==> src/rtl/hs_pkg.sv <==
// Shared types and constants for the handshake skid buffer.
package hs_pkg;

  typedef enum logic [1:0] {
    EMPTY = 2'd0,
    BUSY  = 2'd1,
    FULL  = 2'd2
  } hs_state_e;

  localparam int unsigned HS_CNT_W_DEFAULT = 16;

endpackage

==> src/rtl/hs_sat_counter.sv <==
// Saturating up-counter with a synchronous clear that wins over increment.
module hs_sat_counter #(
  parameter int unsigned W = 16
) (
  input  logic         clk,
  input  logic         resetn,
  input  logic         clr,
  input  logic         inc,
  output logic [W-1:0] count
);

  logic [W-1:0] count_q;
  logic [W-1:0] count_d;

  // Next count: clear, saturating increment, or hold.
  always_comb begin
    count_d = count_q;
    if (clr) begin
      count_d = {W{1'b0}};
    end else if (inc && (count_q != {W{1'b1}})) begin
      count_d = count_q + {{(W-1){1'b0}}, 1'b1};
    end else begin
      count_d = count_q;
    end
  end

  // Count register.
  always_ff @(posedge clk or negedge resetn) begin
    if (!resetn) begin
      count_q <= {W{1'b0}};
    end else begin
      count_q <= count_d;
    end
  end

  assign count = count_q;

endmodule

==> src/rtl/hs_skid_buffer.sv <==
// Two-entry valid/ready register slice with registered s_ready, transfer/stall
// statistics and a sticky flag for upstream valid/data stability violations.
module hs_skid_buffer
  import hs_pkg::*;
#(
  parameter int unsigned DATA_W = 32,
  parameter int unsigned CNT_W  = HS_CNT_W_DEFAULT
) (
  input  logic              clk,
  input  logic              resetn,
  input  logic              s_valid,
  output logic              s_ready,
  input  logic [DATA_W-1:0] s_data,
  output logic              m_valid,
  input  logic              m_ready,
  output logic [DATA_W-1:0] m_data,
  input  logic              clr_stats,
  output logic [CNT_W-1:0]  xfer_count,
  output logic [CNT_W-1:0]  stall_count,
  output logic              proto_err
);

  hs_state_e         state_q, state_d;
  logic [DATA_W-1:0] main_q, main_d;
  logic [DATA_W-1:0] skid_q, skid_d;
  logic              s_ready_q, s_ready_d;
  logic              proto_err_q, proto_err_d;
  logic              sv_prev_q;
  logic              sr_prev_q;
  logic [DATA_W-1:0] sd_prev_q;

  logic s_fire_s;
  logic m_fire_s;
  logic stall_s;
  logic proto_viol_s;

  assign m_valid  = (state_q != EMPTY);
  assign s_fire_s = s_valid && s_ready_q;
  assign m_fire_s = m_valid && m_ready;
  assign stall_s  = m_valid && !m_ready;

  // Occupancy FSM and data steering; main_q only moves on a load into EMPTY or on m_fire.
  always_comb begin
    state_d = state_q;
    main_d  = main_q;
    skid_d  = skid_q;
    case (state_q)
      EMPTY: begin
        if (s_fire_s) begin
          main_d  = s_data;
          state_d = BUSY;
        end else begin
          state_d = EMPTY;
        end
      end
      BUSY: begin
        if (s_fire_s && m_fire_s) begin
          main_d  = s_data;
          state_d = BUSY;
        end else if (s_fire_s) begin
          skid_d  = s_data;
          state_d = FULL;
        end else if (m_fire_s) begin
          state_d = EMPTY;
        end else begin
          state_d = BUSY;
        end
      end
      FULL: begin
        if (m_fire_s) begin
          main_d  = skid_q;
          state_d = BUSY;
        end else begin
          state_d = FULL;
        end
      end
      default: begin
        state_d = EMPTY;
      end
    endcase
  end

  assign s_ready_d = (state_d != FULL);

  // A stalled upstream beat must keep s_valid high with unchanged data.
  assign proto_viol_s = sv_prev_q && !sr_prev_q && (!s_valid || (s_data != sd_prev_q));

  // Sticky violation flag; a new violation beats a simultaneous clear.
  always_comb begin
    proto_err_d = proto_err_q;
    if (proto_viol_s) begin
      proto_err_d = 1'b1;
    end else if (clr_stats) begin
      proto_err_d = 1'b0;
    end else begin
      proto_err_d = proto_err_q;
    end
  end

  // Datapath, handshake and monitor registers.
  always_ff @(posedge clk or negedge resetn) begin
    if (!resetn) begin
      state_q     <= EMPTY;
      main_q      <= {DATA_W{1'b0}};
      skid_q      <= {DATA_W{1'b0}};
      s_ready_q   <= 1'b0;
      proto_err_q <= 1'b0;
      sv_prev_q   <= 1'b0;
      sr_prev_q   <= 1'b0;
      sd_prev_q   <= {DATA_W{1'b0}};
    end else begin
      state_q     <= state_d;
      main_q      <= main_d;
      skid_q      <= skid_d;
      s_ready_q   <= s_ready_d;
      proto_err_q <= proto_err_d;
      sv_prev_q   <= s_valid;
      sr_prev_q   <= s_ready_q;
      sd_prev_q   <= s_data;
    end
  end

  assign s_ready   = s_ready_q;
  assign m_data    = main_q;
  assign proto_err = proto_err_q;

  hs_sat_counter #(.W(CNT_W)) u_xfer_cnt (
    .clk    (clk),
    .resetn (resetn),
    .clr    (clr_stats),
    .inc    (m_fire_s),
    .count  (xfer_count)
  );

  hs_sat_counter #(.W(CNT_W)) u_stall_cnt (
    .clk    (clk),
    .resetn (resetn),
    .clr    (clr_stats),
    .inc    (stall_s),
    .count  (stall_count)
  );

endmodule

==> config.mk <==
export PLATFORM = sky130hd
export DESIGN_NAME = hs_skid_buffer
export DESIGN_NICKNAME = d
export VERILOG_FILES = /design/src/rtl/hs_pkg.sv /design/src/rtl/hs_sat_counter.sv /design/src/rtl/hs_skid_buffer.sv
export SDC_FILE = /design/constraint.sdc
export NUM_CORES = 1
export LEC_CHECK = 0
export CORE_AREA = 2 2 114 116
export CTS_BUF_LIST = sky130_fd_sc_hd__clkbuf_4
export DETAILED_ROUTE_END_ITERATION = 6
export DIE_AREA = 0 0 116 118
export PLACE_DENSITY = 0.77
export SLEW_MARGIN = 20
export SYNTH_ARGS = -nofsm -noshare
export SYNTH_HDL_FRONTEND = slang
export SYNTH_HIERARCHICAL = 1
export SYNTH_SLANG_ARGS = --single-unit
==> constraint.sdc <==
create_clock -name clk -period 1.8 [get_ports clk]
set_input_delay 0.18 -clock clk [delete_from_list [all_inputs] [get_ports clk]]
set_output_delay 0.18 -clock clk [all_outputs]
set_load 0.05 [all_outputs]
==> impl_metrics.json <==
{
  "path_clk_slew_ns": 0.11,
  "rr_startpoint": "state_q[0]$_DFF_PN0_",
  "area_growth_syn_to_layout_pct": 44.4,
  "syn_area_per_cell_um2": 11.8,
  "routed_wl_um": 15700,
  "seq_area_frac_synth": 0.561,
  "grtUsageTotal": 0.219,
  "numPortBuffers": 103,
  "skew_ns": 0.0127,
  "rsz0062_at_grt": "true",
  "gp_congestion": 0.814,
  "setup.worst_path.end_class": "flip-flop",
  "core_area_um2": 12400,
  "stdcell_count": 856,
  "viasPerCell": 5.52,
  "clk_latency_ns": 0.53,
  "p_per_area_nw_per_um2": 1510,
  "ys.flop_type": "dfrtp_1",
  "cts_tree": "built",
  "cts_buffer_depth": 2,
  "fin_crit_ns": 1.94,
  "grt_pass1_wl_um": 23300,
  "ioPinCount": 104,
  "synth.largest_area_cell": "dfrtp_1",
  "yosysUniqueCellTypes": 41,
  "drtIter0Drc": 469,
  "critPathKind": "reg -> reg",
  "yosysWarnings": 6,
  "mostFrequentLayoutCells": "dfrtp_1, dlygate4sd2_1, buf_4",
  "synth_area_um2": 5970,
  "synth_area_leaders": "dfrtp_1, mux2_2, mux2i_1",
  "max-slew-margin-rel": 0.660,
  "holdCritPathClass": "in -> async",
  "worst_r2r_endpoint": "skid_q[27]$_DFFE_PN0P_",
  "rows": 41,
  "synth-seq-cells": 134,
  "ant_nets": 0,
  "die_h_um": 118,
  "synth_edf_count": 0,
  "hold_violations": 0,
  "grt_max_degree": 48,
  "firstDrtPassIters": 5,
  "route.detailed.wl_per_inst_um": 18.3,
  "synthCells": 505,
  "drv_slew": 0,
  "cp.required_ns": 2.22,
  "drc_errors": 0,
  "setup_viol_count_final": 55,
  "synth_top_family_by_area": "simple AND/OR/NAND/NOR gates",
  "yosys.area_share.simple": 0.141,
  "worst_pin_slew_ns": 0.511,
  "yosys.area_share.adder": 0.00838,
  "p_leak_nw": 3.76,
  "numCtsBuffers": 17,
  "synthXorXnorAreaFrac": 0.0469,
  "root_buffer": "clkbuf_4",
  "outcome": "finished, violations left",
  "yosys.area.top_type_share": 0.561,
  "diodes": 0,
  "cp.arrival_ns": 2.37,
  "die_w_um": 116,
  "crit_fanout": 6,
  "die_area_um2": 13700,
  "dp_hpwl_um": 9260,
  "synth_nets": 546,
  "first_global_vias": 4687,
  "fin_nets": 714,
  "finalPower_mw": 13.0,
  "drive_gt1_frac": 0.390,
  "cp-start-kind": "flip-flop",
  "r2r_setup_slack_ns": -0.14,
  "place_inst": 792,
  "start_util": 0.481,
  "async_flop_share": 1.00,
  "yosys-mux-area-fraction": 0.129,
  "period_share": 1.08,
  "grt.overflow.total": 0,
  "timing.fmax_ghz": 0.514,
  "antenna_found_initial": 0,
  "cts.sinks": 134,
  "htreeDepth": 4,
  "dr_total_vias": 4721,
  "final_common_cell": "dfrtp_1",
  "cap_violations": 0,
  "r2r_cells": 9,
  "peakVddDrop_uv": 1180,
  "fin_ws_ns": -0.145,
  "violations": "negative setup slack",
  "synth_compound_area_frac": 0.0859
}
-- per-stage QoR --
step	util	hold slack (ns)	setup WS (ns)	instance area [um^2]	TNS (ns)
floorplan	-	-0.116	-0.0510	6090	-2.82
finish	0.695	0.157	-0.145	8620	-4.08
global route	0.695	0.135	-0.176	8620	-6.60
CTS	0.648	0.143	-0.0795	8050	-1.97
detailed placement	0.606	0.149	-0.190	7520	-7.47
global placement	0.606	0.140	-0.155	7520	-7.61
-- state kept, by name, summed over array words and instances, names as in the netlist --
signal             count
state_q                2
s_ready                1
skid_q                32
u_stall_cnt/count     16
m_data                32
proto_err              1
u_xfer_cnt/count      16
sr_prev_q              1
sd_prev_q             32
sv_prev_q              1
-- worst max-delay path by stage --
stage | from | to | slack, ns
4_1_cts | state_q[1]$_DFF_PN0_ | skid_q[17]$_DFFE_PN0P_ | -0.08
6_report | state_q[0]$_DFF_PN0_ | skid_q[27]$_DFFE_PN0P_ | -0.14
3_5_place_dp | m_ready | u_xfer_cnt/count[6]$_DFFE_PN0P_ | -0.19
5_1_grt | state_q[0]$_DFF_PN0_ | skid_q[27]$_DFFE_PN0P_ | -0.18
2_1_floorplan | state_q[0]$_DFF_PN0_ | u_xfer_cnt/count[3]$_DFFE_PN0P_ | -0.05
3_3_place_gp | m_ready | skid_q[18]$_DFFE_PN0P_ | -0.15
-- where the power goes --
part           switching, mW  internal, mW
Sequential             0.548          3.85
Combinational           3.71          2.88
Clock                   1.07         0.962
Total                   5.33          7.69
-- layer usage --
layer | GRT usage | routed length, um | vias up
met5 | 0 | 0 | -
met2 | 0.361 | 8030 | 158
met3 | 0.0597 | 823 | 24
met4 | 0.0811 | 299 | 0
li1 | - | - | 2166
met1 | 0.274 | 6530 | 2373
-- Yosys cell counts, types with 12 or more instances --
master / count
o31ai_1: 14
dfrtp_1: 134
nand2_1: 45
nand4_1: 13
o21ai_0: 29
mux2i_1: 32
o21ai_1: 12
a21oi_1: 24
xor2_1: 31
mux2_2: 32
nor4_1: 15
-- kinds of logic (layout without fill, tap and decap cells) --
family          after synthesis  count (layout)
buf+inv                      33             212
compound gates               86              86
mux                          72              72
flops                       134             134
fa+ha+maj                     4               4
simple gates                144             144
xor+xnor                     32              32
-- timing repair --
item,4_1_cts,5_1_grt
pin swaps,9,40
setup endpoints to repair,94,82
buffers inserted,9,14
endpoints found under the hold margin,134,0
resized for setup,92,112
hold buffers,1,0
gates cloned,5,8
-- worst max-delay path, stage by stage, from the launching register on --
cell,delay [ns]
dfrtp_1,0.41
or2_4,0.26
and2_4,0.16
buf_6,0.13
inv_4,0.05
ha_4,0.12
nand3b_1,0.09
buf_6,0.16
clkbuf_16,0.16
mux2_4,0.30
-- final cells by class --
class                   count  area [um^2]
clock buffers              19          143
clock inverters            11          135
fillers                   902         3790
inverters                  10         43.8
multi-input cells         338         2870
flip-flops and latches    134         3390
well taps                 172          215
repair buffers            171         1820
repair inverters            1         7.51
(Power assumes the default switching activity.)
==> RTL change: new RTL, same flow settings <==
Re-encode `hs_state_e` (3 states) as one-hot, 3 bits wide.
--- a/src/rtl/hs_pkg.sv
+++ b/src/rtl/hs_pkg.sv
@@ -1,10 +1,10 @@
 // Shared types and constants for the handshake skid buffer.
 package hs_pkg;
 
-  typedef enum logic [1:0] {
-    EMPTY = 2'd0,
-    BUSY  = 2'd1,
-    FULL  = 2'd2
+  typedef enum logic [2:0] {
+    EMPTY = 3'b001,
+    BUSY  = 3'b010,
+    FULL  = 3'b100
   } hs_state_e;
 
   localparam int unsigned HS_CNT_W_DEFAULT = 16;
Behaviour: no difference found for any inputs over 4 cycles, from zero or initial values and one cycle with resetn low; so few cycles prove little.
==> RTL change against the original RTL <==
The flow still finishes with violations (negative setup slack). Power down 8.5%. Maximum frequency is 5.7% lower. Setup slack worse by 0.12 ns. Synthesized area rose by 4.8%. Routed wire length grew 2.6%. Cell count fell by 1.1%. Sequential cell count increased by 1. Clock power is 4% lower. Cell area grew 5.5%.
==> RTL change: results (changes against the original RTL) <==
status complete, but fails checks (unchanged); failing checks negative setup slack (unchanged); Clock Skew 0.0235 ns (was 0.0127 ns); vias in the first global route 4788 (was 4687); total track usage 0.228 (was 0.219); initial DRC count 341 (was 469); global-route wire length before repair 24.2 mm (was 23.3 mm); Max VDD drop 1.29 mV (was 1.18 mV); root buf cell clkbuf_4 (unchanged); CTS H-tree depth 4 (unchanged); Worst R2R Path Depth 8 (was 9); CP Max Fanout 7 (was 6); fraction of layout cells with a size suffix above 1 0.499 (was 0.390); post-synth cell types 42 (was 41); sequential area share after synthesis 0.540 (was 0.561); Cells after DPL 783 (was 792); gpl congestion 0.861 (was 0.814); Nets 704 (was 714); DP HPWL 9.21 mm (was 9.26 mm); setup ws final -0.262 ns (was -0.145 ns); Avg Inst Size Synth 13.1 um^2 (was 11.8 um^2); largest net degree at the start of global routing 56 (was 48); Lkg Pwr 4.01 nW (was 3.76 nW); Clock Latency Late Sink 0.57 ns (was 0.53 ns); setup violators final 81 (was 55); reg2reg end m_data[16]$_DFFE_PN0P_ (was skid_q[27]$_DFFE_PN0P_); slowest stage delay, CP 0.57 ns (was 0.41 ns); Syn Nets 520 (was 546); WL/cell 19.0 um (was 18.3 um); clk buf depth 2 (unchanged); vias per cell 5.50 (was 5.52); DR pass1 iterations 4 (was 5); top cells by area, synth dfrtp_1 54%, mux2_2 11%, mux2_4 7.2% (was dfrtp_1 56%, mux2_2 6.0%, mux2i_1 5.4%); vias 4658 (was 4721); most frequent cells after synthesis 134 x dfrtp_1, 63 x mux2_2, 31 x xor2_1 (was 134 x dfrtp_1, 45 x nand2_1, 32 x mux2_2, 32 x mux2i_1, 31 x xor2_1); Arrival @ worst endpoint 2.51 ns (was 2.37 ns); CP top delay family flip-flops (was simple AND/OR/NAND/NOR gates); slowest cell on the critical path dfstp_2 (was dfrtp_1); R2R Path Start state_q[0]$_DFF_PN1_ (was state_q[0]$_DFF_PN0_)
[RTL change: cell families after synthesis]
logic type | after synthesis | share of synthesized area
buffers and inverters | 33 | 0.0270
multiplexers | 104 | 0.205
XOR/XNOR | 32 | 0.0448
flip-flops | 135 | 0.540
AO/OA/AOI/OAI | 55 | 0.0570
AND/OR/NAND/NOR | 114 | 0.116
adder cells (fa/ha/maj) | 5 | 0.00999
[RTL change: cell type report]
type                    count  area (um^2)
fillers                   855         3320
well taps                 172          215
flip-flops and latches    135         3420
inverters                  13         53.8
repair buffers            185         1860
clock buffers              17          128
clock inverters            15          138
multi-input cells         310         3280
[RTL change: through the flow]
stage               area (um^2)  TNS (ns)  worst slack [ns]  hold WS [ns]
CTS                        8460    -13.10            -0.251         0.119
finish                     9090    -15.69            -0.262         0.135
global route               9090    -21.68            -0.324         0.129
floorplan                  6360     -7.42            -0.172        -0.116
detailed placement         7980    -17.90            -0.344         0.192
global placement           7980    -15.58            -0.275         0.181
[RTL change: report_power, final]
part	internal (mW)	switching, mW
sequential	3.85	0.486
clock	0.797	1.14
combinational	2.70	2.94
[RTL change: timing repair]
item / 4_1_cts / 5_1_grt
buffers inserted: 7 / 21
hold endpoints to repair: 65 / 0
hold buffers: 1 / 0
gates cloned: 3 / 3
resized for setup: 101 / 110
setup endpoints to repair: 139 / 101
pin swaps: 3 / 40
[RTL change: per-layer routing]
metal	wire [um]	up-vias	global-route usage	part of all wire
met2	8150	136	0.369	0.51
met1	6800	2358	0.297	0.42
met5	0	-	0	0
met3	738	38	0.0582	0.046
li1	-	2126	-	-
met4	388	0	0.0811	0.024
